[config.mk]
export PLATFORM = sky130hd
export DESIGN_NAME = icache_ctrl
export DESIGN_NICKNAME = d
export VERILOG_FILES = /design/src/rtl/icache_pkg.sv /design/src/rtl/icache_array.sv /design/src/rtl/icache_ctrl.sv
export SDC_FILE = /design/constraint.sdc
export NUM_CORES = 2
export LEC_CHECK = 0
export ABC_AREA = 1
export BUFFER_PORTS_ARGS = -buffer_cell sky130_fd_sc_hd__buf_2
export CAP_MARGIN = 40
export CELL_PAD_IN_SITES_DETAIL_PLACEMENT = 1
export CELL_PAD_IN_SITES_GLOBAL_PLACEMENT = 2
export CORE_ASPECT_RATIO = 0.6
export CORE_MARGIN = 4
export CORE_UTILIZATION = 45
export CTS_CLUSTER_SIZE = 10
export DETAILED_ROUTE_END_ITERATION = 6
export PLACE_DENSITY_LB_ADDON = 0.05
export SYNTH_ARGS = -nofsm -noshare
export SYNTH_HDL_FRONTEND = slang
export SYNTH_SLANG_ARGS = --single-unit
[constraint.sdc]
create_clock -name clk -period 5.39 [get_ports clk]
set_input_delay 0.2695 -clock clk [delete_from_list [all_inputs] [get_ports clk]]
set_output_delay 0.2695 -clock clk [all_outputs]
set_load 0.03 [all_outputs]
[src/rtl/icache_pkg.sv]
// Shared types, default geometry and address-field helpers for the instruction cache.
package icache_pkg;

  typedef enum logic {
    LOOKUP = 1'b0,
    FILL   = 1'b1
  } state_e;

  localparam int unsigned DEF_BITS  = 32;
  localparam int unsigned DEF_LINES = 16;
  localparam int unsigned DEF_WORDS = 4;

  localparam int unsigned OFF_BITS = $clog2(DEF_WORDS);
  localparam int unsigned IDX_BITS = $clog2(DEF_LINES);
  localparam int unsigned TAG_BITS = DEF_BITS - IDX_BITS - OFF_BITS;

  // Extract a width-bit field starting at bit lsb; callers size-cast the result.
  function automatic logic [63:0] addr_field(input logic [63:0] a,
                                             input int unsigned lsb,
                                             input int unsigned width);
    logic [63:0] mask;
    mask = (64'd1 << width) - 64'd1;
    return (a >> lsb) & mask;
  endfunction

  function automatic logic [63:0] line_base(input logic [63:0] a,
                                            input int unsigned off_bits);
    return (a >> off_bits) << off_bits;
  endfunction

endpackage

[src/rtl/icache_array.sv]
// Valid/tag/data storage: combinational read port, one write port, valid clear-all.
module icache_array
  import icache_pkg::*;
#(
  parameter int unsigned BITS  = DEF_BITS,
  parameter int unsigned LINES = DEF_LINES,
  parameter int unsigned WORDS = DEF_WORDS,
  parameter int unsigned IDX_W = $clog2(LINES),
  parameter int unsigned OFF_W = $clog2(WORDS),
  parameter int unsigned TAG_W = BITS - IDX_W - OFF_W
) (
  input  logic             i_clk,
  input  logic             i_rst_,
  input  logic [IDX_W-1:0] i_rd_idx,
  input  logic [OFF_W-1:0] i_rd_off,
  output logic             o_rd_valid,
  output logic [TAG_W-1:0] o_rd_tag,
  output logic [BITS-1:0]  o_rd_data,
  input  logic             i_wr_en,
  input  logic [IDX_W-1:0] i_wr_idx,
  input  logic [OFF_W-1:0] i_wr_off,
  input  logic [BITS-1:0]  i_wr_data,
  input  logic             i_tag_we,
  input  logic [TAG_W-1:0] i_tag,
  input  logic             i_valid_set,
  input  logic             i_clear_all
);

  logic [LINES-1:0] r_valid;
  logic [TAG_W-1:0] r_tag  [LINES];
  logic [BITS-1:0]  r_data [LINES][WORDS];

  // A set on the same edge as a clear-all wins; the controller never requests both.
  always_ff @(posedge i_clk or negedge i_rst_) begin
    if (!i_rst_) begin
      r_valid <= '0;
    end else begin
      if (i_clear_all) r_valid <= '0;
      if (i_tag_we && i_valid_set) r_valid[i_wr_idx] <= 1'b1;
    end
  end

  always_ff @(posedge i_clk) begin
    if (i_wr_en)  r_data[i_wr_idx][i_wr_off] <= i_wr_data;
    if (i_tag_we) r_tag[i_wr_idx] <= i_tag;
  end

  assign o_rd_valid = r_valid[i_rd_idx];
  assign o_rd_tag   = r_tag[i_rd_idx];
  assign o_rd_data  = r_data[i_rd_idx][i_rd_off];

endmodule

[src/rtl/icache_ctrl.sv]
// Direct-mapped word-addressed instruction cache: combinational hit path, line fill over req/ack.
module icache_ctrl
  import icache_pkg::*;
#(
  parameter int unsigned BITS  = DEF_BITS,
  parameter int unsigned LINES = DEF_LINES,
  parameter int unsigned WORDS = DEF_WORDS
) (
  input  logic            clk,
  input  logic            rst_,
  input  logic [BITS-1:0] pc_addr,
  input  logic            flush,
  output logic [BITS-1:0] instr,
  output logic            cache_stall,
  output logic            mem_req,
  output logic [BITS-1:0] mem_addr,
  input  logic [BITS-1:0] mem_rdata,
  input  logic            mem_ack
);

  localparam int unsigned OFF_W = $clog2(WORDS);
  localparam int unsigned IDX_W = $clog2(LINES);
  localparam int unsigned TAG_W = BITS - IDX_W - OFF_W;

  state_e           r_state, w_state_nx;
  logic             r_mem_req, w_mem_req_nx;
  logic [BITS-1:0]  r_mem_addr, w_mem_addr_nx;
  logic [BITS-1:0]  r_miss_addr, w_miss_addr_nx;
  logic [OFF_W-1:0] r_count, w_count_nx;
  logic             r_flush_pend, w_flush_pend_nx;

  logic [OFF_W-1:0] w_pc_off;
  logic [IDX_W-1:0] w_pc_idx;
  logic [TAG_W-1:0] w_pc_tag;
  logic [BITS-1:0]  w_pc_base;
  logic [IDX_W-1:0] w_miss_idx;
  logic [TAG_W-1:0] w_miss_tag;
  logic [OFF_W-1:0] w_count_inc;

  logic             w_rd_valid;
  logic [TAG_W-1:0] w_rd_tag;
  logic [BITS-1:0]  w_rd_data;
  logic             w_hit;
  logic             w_ack;
  logic             w_last;

  assign w_pc_off    = OFF_W'(addr_field(64'(pc_addr), 0, OFF_W));
  assign w_pc_idx    = IDX_W'(addr_field(64'(pc_addr), OFF_W, IDX_W));
  assign w_pc_tag    = TAG_W'(addr_field(64'(pc_addr), OFF_W + IDX_W, TAG_W));
  assign w_pc_base   = BITS'(line_base(64'(pc_addr), OFF_W));
  assign w_miss_idx  = IDX_W'(addr_field(64'(r_miss_addr), OFF_W, IDX_W));
  assign w_miss_tag  = TAG_W'(addr_field(64'(r_miss_addr), OFF_W + IDX_W, TAG_W));
  assign w_count_inc = r_count + 1'b1;

  assign w_hit  = (r_state == LOOKUP) && w_rd_valid && (w_rd_tag == w_pc_tag);
  assign w_ack  = (r_state == FILL) && r_mem_req && mem_ack;
  assign w_last = w_ack && (r_count == OFF_W'(WORDS - 1));

  icache_array #(
    .BITS  (BITS),
    .LINES (LINES),
    .WORDS (WORDS)
  ) u_array (
    .i_clk       (clk),
    .i_rst_      (rst_),
    .i_rd_idx    (w_pc_idx),
    .i_rd_off    (w_pc_off),
    .o_rd_valid  (w_rd_valid),
    .o_rd_tag    (w_rd_tag),
    .o_rd_data   (w_rd_data),
    .i_wr_en     (w_ack),
    .i_wr_idx    (w_miss_idx),
    .i_wr_off    (r_count),
    .i_wr_data   (mem_rdata),
    .i_tag_we    (w_last),
    .i_tag       (w_miss_tag),
    .i_valid_set (!r_flush_pend && !flush),
    .i_clear_all (flush)
  );

  always_comb begin
    w_state_nx      = r_state;
    w_mem_req_nx    = r_mem_req;
    w_mem_addr_nx   = r_mem_addr;
    w_miss_addr_nx  = r_miss_addr;
    w_count_nx      = r_count;
    w_flush_pend_nx = r_flush_pend;
    case (r_state)
      LOOKUP: begin
        if (!w_hit) begin
          w_miss_addr_nx  = w_pc_base;
          w_mem_req_nx    = 1'b1;
          w_mem_addr_nx   = w_pc_base;
          w_count_nx      = '0;
          w_flush_pend_nx = 1'b0;
          w_state_nx      = FILL;
        end
      end
      FILL: begin
        if (flush) w_flush_pend_nx = 1'b1;
        if (w_last) begin
          w_mem_req_nx    = 1'b0;
          w_mem_addr_nx   = '0;
          w_flush_pend_nx = 1'b0;
          w_state_nx      = LOOKUP;
        end else if (w_ack) begin
          // Base has zero offset bits, so this add never leaves the line.
          w_count_nx    = w_count_inc;
          w_mem_addr_nx = r_miss_addr + BITS'(w_count_inc);
        end
      end
      default: w_state_nx = LOOKUP;
    endcase
  end

  always_ff @(posedge clk or negedge rst_) begin
    if (!rst_) begin
      r_state      <= LOOKUP;
      r_mem_req    <= 1'b0;
      r_mem_addr   <= '0;
      r_miss_addr  <= '0;
      r_count      <= '0;
      r_flush_pend <= 1'b0;
    end else begin
      r_state      <= w_state_nx;
      r_mem_req    <= w_mem_req_nx;
      r_mem_addr   <= w_mem_addr_nx;
      r_miss_addr  <= w_miss_addr_nx;
      r_count      <= w_count_nx;
      r_flush_pend <= w_flush_pend_nx;
    end
  end

  assign instr       = w_hit ? w_rd_data : '0;
  assign cache_stall = !w_hit;
  assign mem_req     = r_mem_req;
  assign mem_addr    = r_mem_addr;

endmodule

* Word level (Yosys, flattened, before mapping) *
Memory sizes are Yosys's and may differ from the RTL's.
Cells that the tools add are included.

storage, ports and cells
  bits in registers = 83
  RAM bits = 2464
  input bits = 68
  output and inout bits = 66
  logic and storage cells = 81
  memories kept = 2

memory list
  name            depth  width  read ports  clocked after Yosys merged registers in  write ports  RTL line            source
  u_array.r_data  16     128    1           0                                        1            icache_array.sv:31  logic [BITS-1:0] r_data [LINES][WORDS];
  u_array.r_tag   16     26     1           0                                        1            icache_array.sv:30  logic [TAG_W-1:0] r_tag [LINES];

cells by class
  add/subtract/negate cells = 2
  $lt $le $gt $ge = 6
  equal/unequal tests = 8
  multiplexer cells = 34
  bitwise logic cells = 5
  reductions and logical operators = 17

operators with widths
  cell                                                                                  count
  32-bit two-way mux                                                                    7
  128-bit two-way mux                                                                   1
  32-bit binary-select mux with 2-bit select                                            1
  32-bit demux with 2-bit select                                                        1
  32-bit case mux with 2 select lines                                                   1
  32-bit by 2-bit adder with 32-bit output                                              1
  16-bit two-way mux                                                                    2
  26-bit equality test                                                                  1
  16-bit bitwise OR                                                                     1
  1-bit two-way mux                                                                     12
  4-bit by 5-bit < comparator with 1-bit output (second input constant)                 2
  1-bit logical AND                                                                     9
  2-bit AND reduction                                                                   4
  3-bit greater-or-equal comparator (second input constant)                             2
  2-bit two-way mux                                                                     3
  2-bit inverter with 3-bit output                                                      2
  1-bit case mux with 2 select lines                                                    3
  1-bit binary-select mux with 4-bit select                                             1
  1-bit demux with 4-bit select                                                         1
  4-bit by 1-bit greater-or-equal comparator with 1-bit output (second input constant)  1
  2-bit by 1-bit inequality test with 1-bit output (second input constant)              2
  2-bit inequality test (second input constant)                                         2
  2-bit case mux with 2 select lines                                                    1
  1-bit logical NOT                                                                     3
  other kinds (7)                                                                       8

* Depth between registers and ports, before layout *
  depth in word-level cells = 6
  gate-level depth with buffers = 21
  mapped depth without buffers = 18

* By module *
From an unflattened synthesis, not the netlist that was laid out.

second synthesis, totals
  cells, all modules = 8511
  area, all modules = 103087.6 µm²

by module, submodules not included
  module        times used  cells an instance  area an instance (µm²)  sequential area each (µm²)
  icache_array  1           7998               99291.5                 74391.3
  icache_ctrl   1           513                3796.1                  1676.6

* Worst setup path before layout *
Ideal clock, no wire load.

  path type = flip-flop to flip-flop
  start = reg r_mem_req (netlist: mem_req)
  end = mem u_array.r_data[0][0] (netlist name) (enable)
  setup time = 474 ps
  arrival = 3597 ps
  required time = 4916 ps
  slack = 1319 ps
  cell stages (with the launch flop) = 6
  path buffers = 1
  period minus slack after synthesis = 4071 ps
  path through = dfrtp_1 > nand3_1 > inv_1 > nand2_1 > clkbuf_1 > nor2_1

on the way
  longest elaborated chain between the ends = 4

ends and longest elaborated chain
  element                                    RTL line            source
  start, declared                            icache_ctrl.sv:26   logic r_mem_req, w_mem_req_nx;
  start signal, assigned                     icache_ctrl.sv:126  r_mem_req <= w_mem_req_nx;
  1-bit logical AND (2 in a row)             icache_ctrl.sv:56   assign w_ack = (r_state == FILL) && r_mem_req && mem_ack;
  1-bit two-way mux                          icache_array.sv:44  if (i_wr_en) r_data[i_wr_idx][i_wr_off] <= i_wr_data;
  128-bit two-way mux (not written as such)  icache_array.sv:44
  end, declared                              icache_array.sv:31

No other way between the ends.

* Final worst setup path *
  start = in pc_addr[3]
  end = out instr[11]

on the way
  longest elaborated chain between the ends = 5
  elaborated cells on any way between the ends = 11
  those cells by class = 1 x eq/ne; 6 x mux; 2 x reduce/logical; 2 x memory

ends and longest elaborated chain
  element                                                                                            RTL line                                source
  start, declared                                                                                    icache_ctrl.sv:11                       input logic [BITS-1:0] pc_addr,
  memory 16 x 128 bit / 1-bit binary-select mux with 4-bit select (equally long branches)            --
  32-bit binary-select mux with 2-bit select / 1-bit two-way mux (equally long branches)             icache_array.sv:50, icache_array.sv:48
  32-bit two-way mux (not written as such) / 1-bit logical AND (equally long branches) (2 in a row)  icache_array.sv:50, icache_ctrl.sv:55
  32-bit two-way mux (*)                                                                             icache_ctrl.sv:134                      assign instr = w_hit ? w_rd_data : '0;
  end, declared                                                                                      icache_ctrl.sv:13                       output logic [BITS-1:0] instr,

Mark *: on every way between the ends. The rest lies on a longest branch, timed or not. The select of a mux whose other input is x is not followed.

==> implementation parameters <==
Parameter                              Value

Finish
  Area taken by flip-flops and latches ... approximately 76000 um^2
  Core Util, Final ... 0.518
  Leading cell type in the layout, fill and taps excluded ... sky130_fd_sc_hd__edfxtp_1
  P&R area growth vs syn ... 13.8%
  Fraction of layout cells with a size suffix above 1 ... 0.0937
  Area of the multi-input gates ... 23000 um^2
  Final layout net count ... between 8000 and 9000
  Leading cell types in the layout, fill and taps excluded ... sky130_fd_sc_hd__edfxtp_1, sky130_fd_sc_hd__nand2_1, sky130_fd_sc_hd__nor2_1
  Fillers ... around 22000

GRT
  Initial antenna violation count ... 13
  Largest net degree at the start of global routing ... between 150 and 200
  Number of global-route vias before repair ... 67083
  First-pass GRT wire length ... 476 mm
  Total Routing Usage GR ... 0.272
  GR Overflow Total ... 0

STA
  Final worst-path cycle share ... 0.840
  Post-route minimum period ... between 4 and 5 ns
  Fmax ... about 220 MHz
  Final setup violation count ... 0
  Max-slew violations ... 0
  Least-Margin Pin Slew ... ~1.1 ns
  Final TNS setup ... 0 ns
  Setup repair after global routing missed its margin ... no
  Final hold violation count ... 0
  Clock Skew ... between 0.03 and 0.04 ns
  Worst-case headroom to the max-slew limit ... 0.245

Yosys
  Post-Syn Area ... 102000 um^2
  Synth area leaders ... sky130_fd_sc_hd__edfxtp_1, sky130_fd_sc_hd__nand2_1, sky130_fd_sc_hd__o21ai_0
  Predominant post-synthesis flop cell ... sky130_fd_sc_hd__edfxtp_1
  Fraction of the yosys area taken by sequential cells ... 0.746
  #FFs+latches synth ... approximately 2500
  Portion of synthesized cell area occupied by the leading cell type ... 0.726
  Post-synth EDFFs ... roughly 2500
  Asr flop ratio synth ... 0.0326
  Post-synthesis cell type count ... 33
  Cell type with the highest aggregate area in the netlist ... sky130_fd_sc_hd__edfxtp_1
  Avg Inst Size Synth ... roughly 13 um^2
  Yosys warning total ... 0
  Net count after synthesis ... about 8000
  Cells after Synth ... between 7000 and 8000

Floorplan
  Row count ... around 130
  Core Region ... 224000 um^2
  Die area ... roughly 230000 um^2
  Effective utilization at floorplan ... 0.455
  Total I/O pin count ... 134
  Die span in x ... 622 um
  Die boundary height ... about 380 um

Critical path
  Dominant delay contributor by cell family on the critical path ... buffers and inverters
  Path type of the worst setup path ... in -> out
  Launch point of the worst reg-to-reg path ... u_array.r_tag[15][25]
  Kind of end point of the critical path ... output pin
  Crit. Startpoint ... pc_addr[3]
  Buf/Inv on CP ... 7
  Worst path cell trace ... buf_8 > inv_8 > buf_4 > nand3_1 > nand2_1 > a21oi_1 > nand2_1 > nand3_1 > nand2_1 > inv_1 > nand2_1 > nor2_1 > nand3_1 > nor2_1 > inv_2 > buf_4 > nor2_1 > buf_2
  Largest fanout on the critical path ... 74
  Crit path arrival time ... 4.26 ns
  WP data required ... 5.12 ns
  Slowest stage cell on the critical path ... sky130_fd_sc_hd__buf_8
  Most numerous cell on the critical path ... sky130_fd_sc_hd__nand2_1
  Crit path largest cell delay ... about 0.50 ns
  Kind of launch point of the worst setup path ... input port

Route
  Antenna viol nets, final ... 0
  DR DRC count ... 0
  Number of DRC violations after detailed-routing iteration 0 ... ~7200
  First-pass detailed-route iteration total ... 6
  WL/cell ... 29.2 um
  Average vias per placed instance ... 6.02
  Number of vias in the routed layout ... about 67000
  Overall routed net length ... 326 mm

CTS
  Clock buffers created by TritonCTS ... just under 300
  Number of post-CTS setup repair buffers ... 0
  Number of clock sinks seen by CTS ... approximately 2500
  Clk root buf ... sky130_fd_sc_hd__clkbuf_16
  Largest buffer count on any clock path ... 4
  Number of gates resized after CTS ... 0
  CTS tree ... built
  Number of levels the H-tree was split into ... 5
  Clock Pin Slew Worst Setup and Hold Paths ... 0.05 ns
  Number of hold-repair buffers added at the cts stage ... 55
  Clock Latency Late Sink ... around 0.84 ns

Placement
  Detailed placement HPWL ... ~190 mm
  Number of input and output port buffers inserted ... ~130
  Routability congestion estimate from global placement ... 0.816

Power
  Power density over the cells ... between 300 and 400 nW/um^2
  Leakage power of the design ... slightly below 40 nW
  Worst IR Drop VDD ... roughly 0.26 mV

Hold path
  Class of the worst hold path ... in -> reg
  Start point of the worst hold path ... mem_rdata[19]

Outcome
  Run status ... finished, final reports clean

Flow run
  Number of violations of the max-capacitance limit ... 0
[power by group]
part	switching (mW)	leakage, nW	internal, mW
logic	1.75	11.4	0.627
clock network	7.55	3.88	10.1
registers	0.00538	24.3	21.7
[sequential cells by signal, summed over array words and instances (netlist names)]
register         count
r_state              1
u_array.r_data    2048
r_count              2
u_array.r_tag      416
r_miss_addr         30
r_flush_pend         1
mem_req              1
mem_addr            32
u_array.r_valid     16
[cells in the mapped netlist, types with 15 or more instances]
cell type and instances:
sky130_fd_sc_hd__nor2_1 706, sky130_fd_sc_hd__a32o_1 60, sky130_fd_sc_hd__nand3_1 416, sky130_fd_sc_hd__dfrtp_1 83, sky130_fd_sc_hd__o211ai_1 87, sky130_fd_sc_hd__a221oi_1 180, sky130_fd_sc_hd__o22ai_1 114, sky130_fd_sc_hd__clkbuf_1 330
sky130_fd_sc_hd__o21ai_1 72, sky130_fd_sc_hd__edfxtp_1 2464, sky130_fd_sc_hd__o21ai_0 602, sky130_fd_sc_hd__nor3_1 76, sky130_fd_sc_hd__nand2_1 1549, sky130_fd_sc_hd__a21oi_1 469, sky130_fd_sc_hd__buf_1 37, sky130_fd_sc_hd__o221ai_1 165
sky130_fd_sc_hd__nand3b_1 54, sky130_fd_sc_hd__buf_4 30, sky130_fd_sc_hd__a211oi_1 22, sky130_fd_sc_hd__a221o_1 15, sky130_fd_sc_hd__buf_2 162, sky130_fd_sc_hd__inv_1 209
[kinds of logic after synthesis]
kind of cell | share of synthesized area
and+or+nand+nor | 0.112
DFF | 0.746
adders and majority gates | 0.000491
AOI/OAI and AO/OA | 0.108
buffers and inverters | 0.0327
[area by class of cell]
type	count	share of cell area
clock buffer	359	0.0678
sequential	2547	0.656
tap	2992	0.0323
antenna	3	0.0000647
timing repair buffer	424	0.0376
multi-input combinational	4605	0.198
inverter	212	0.00718
clock inverter	10	0.000701
[worst paths after layout]
| path | cells after the start | slack, ns | endpoint |
|---|---|---|---|
| worst max-delay path | 18 | 0.86 | instr[11] |
| worst min-delay path | 2 | 0.10 | u_array.r_data[4][83] |
| worst max register to register | 15 | 1.94 | r_miss_addr[4] |
| worst min register to register | 2 | 0.46 | mem_addr[4] |
| max in group asynchronous | 4 | 4.10 | r_miss_addr[3] |
| min in group asynchronous | 4 | 0.49 | r_miss_addr[25] |
[routing by layer]
metal  up-vias  track usage  share of wire
met2      2153        0.399           0.43
met1     35098        0.436           0.49
met5         -            0        0.00015
li1      29511            -              -
met4         8       0.0551          0.019
met3       402       0.0329          0.061
[per-stage QoR]
stage	cell area, um^2	total power, mW	instances	hold slack, ns	setup slack [ns]
3_5_place_dp	107000	24.4	10725	0.253	1.05
4_1_cts	116000	42.1	11149	0.0912	1.07
5_1_grt	116000	43.1	11149	0.120	0.741
2_1_floorplan	102000	23.3	7934	-0.0261	1.32
6_report	116000	41.7	11152	0.101	0.861
3_3_place_gp	106000	24.3	10668	0.248	1.10
[worst reg2reg max path, delay by kind of cell (launching register included)]
family	cells	cell delay, ns
flops	1	0.36
compound gates	1	0.12
simple gates	14	2.88
Note: power is estimated with default switching activity, not from simulation.
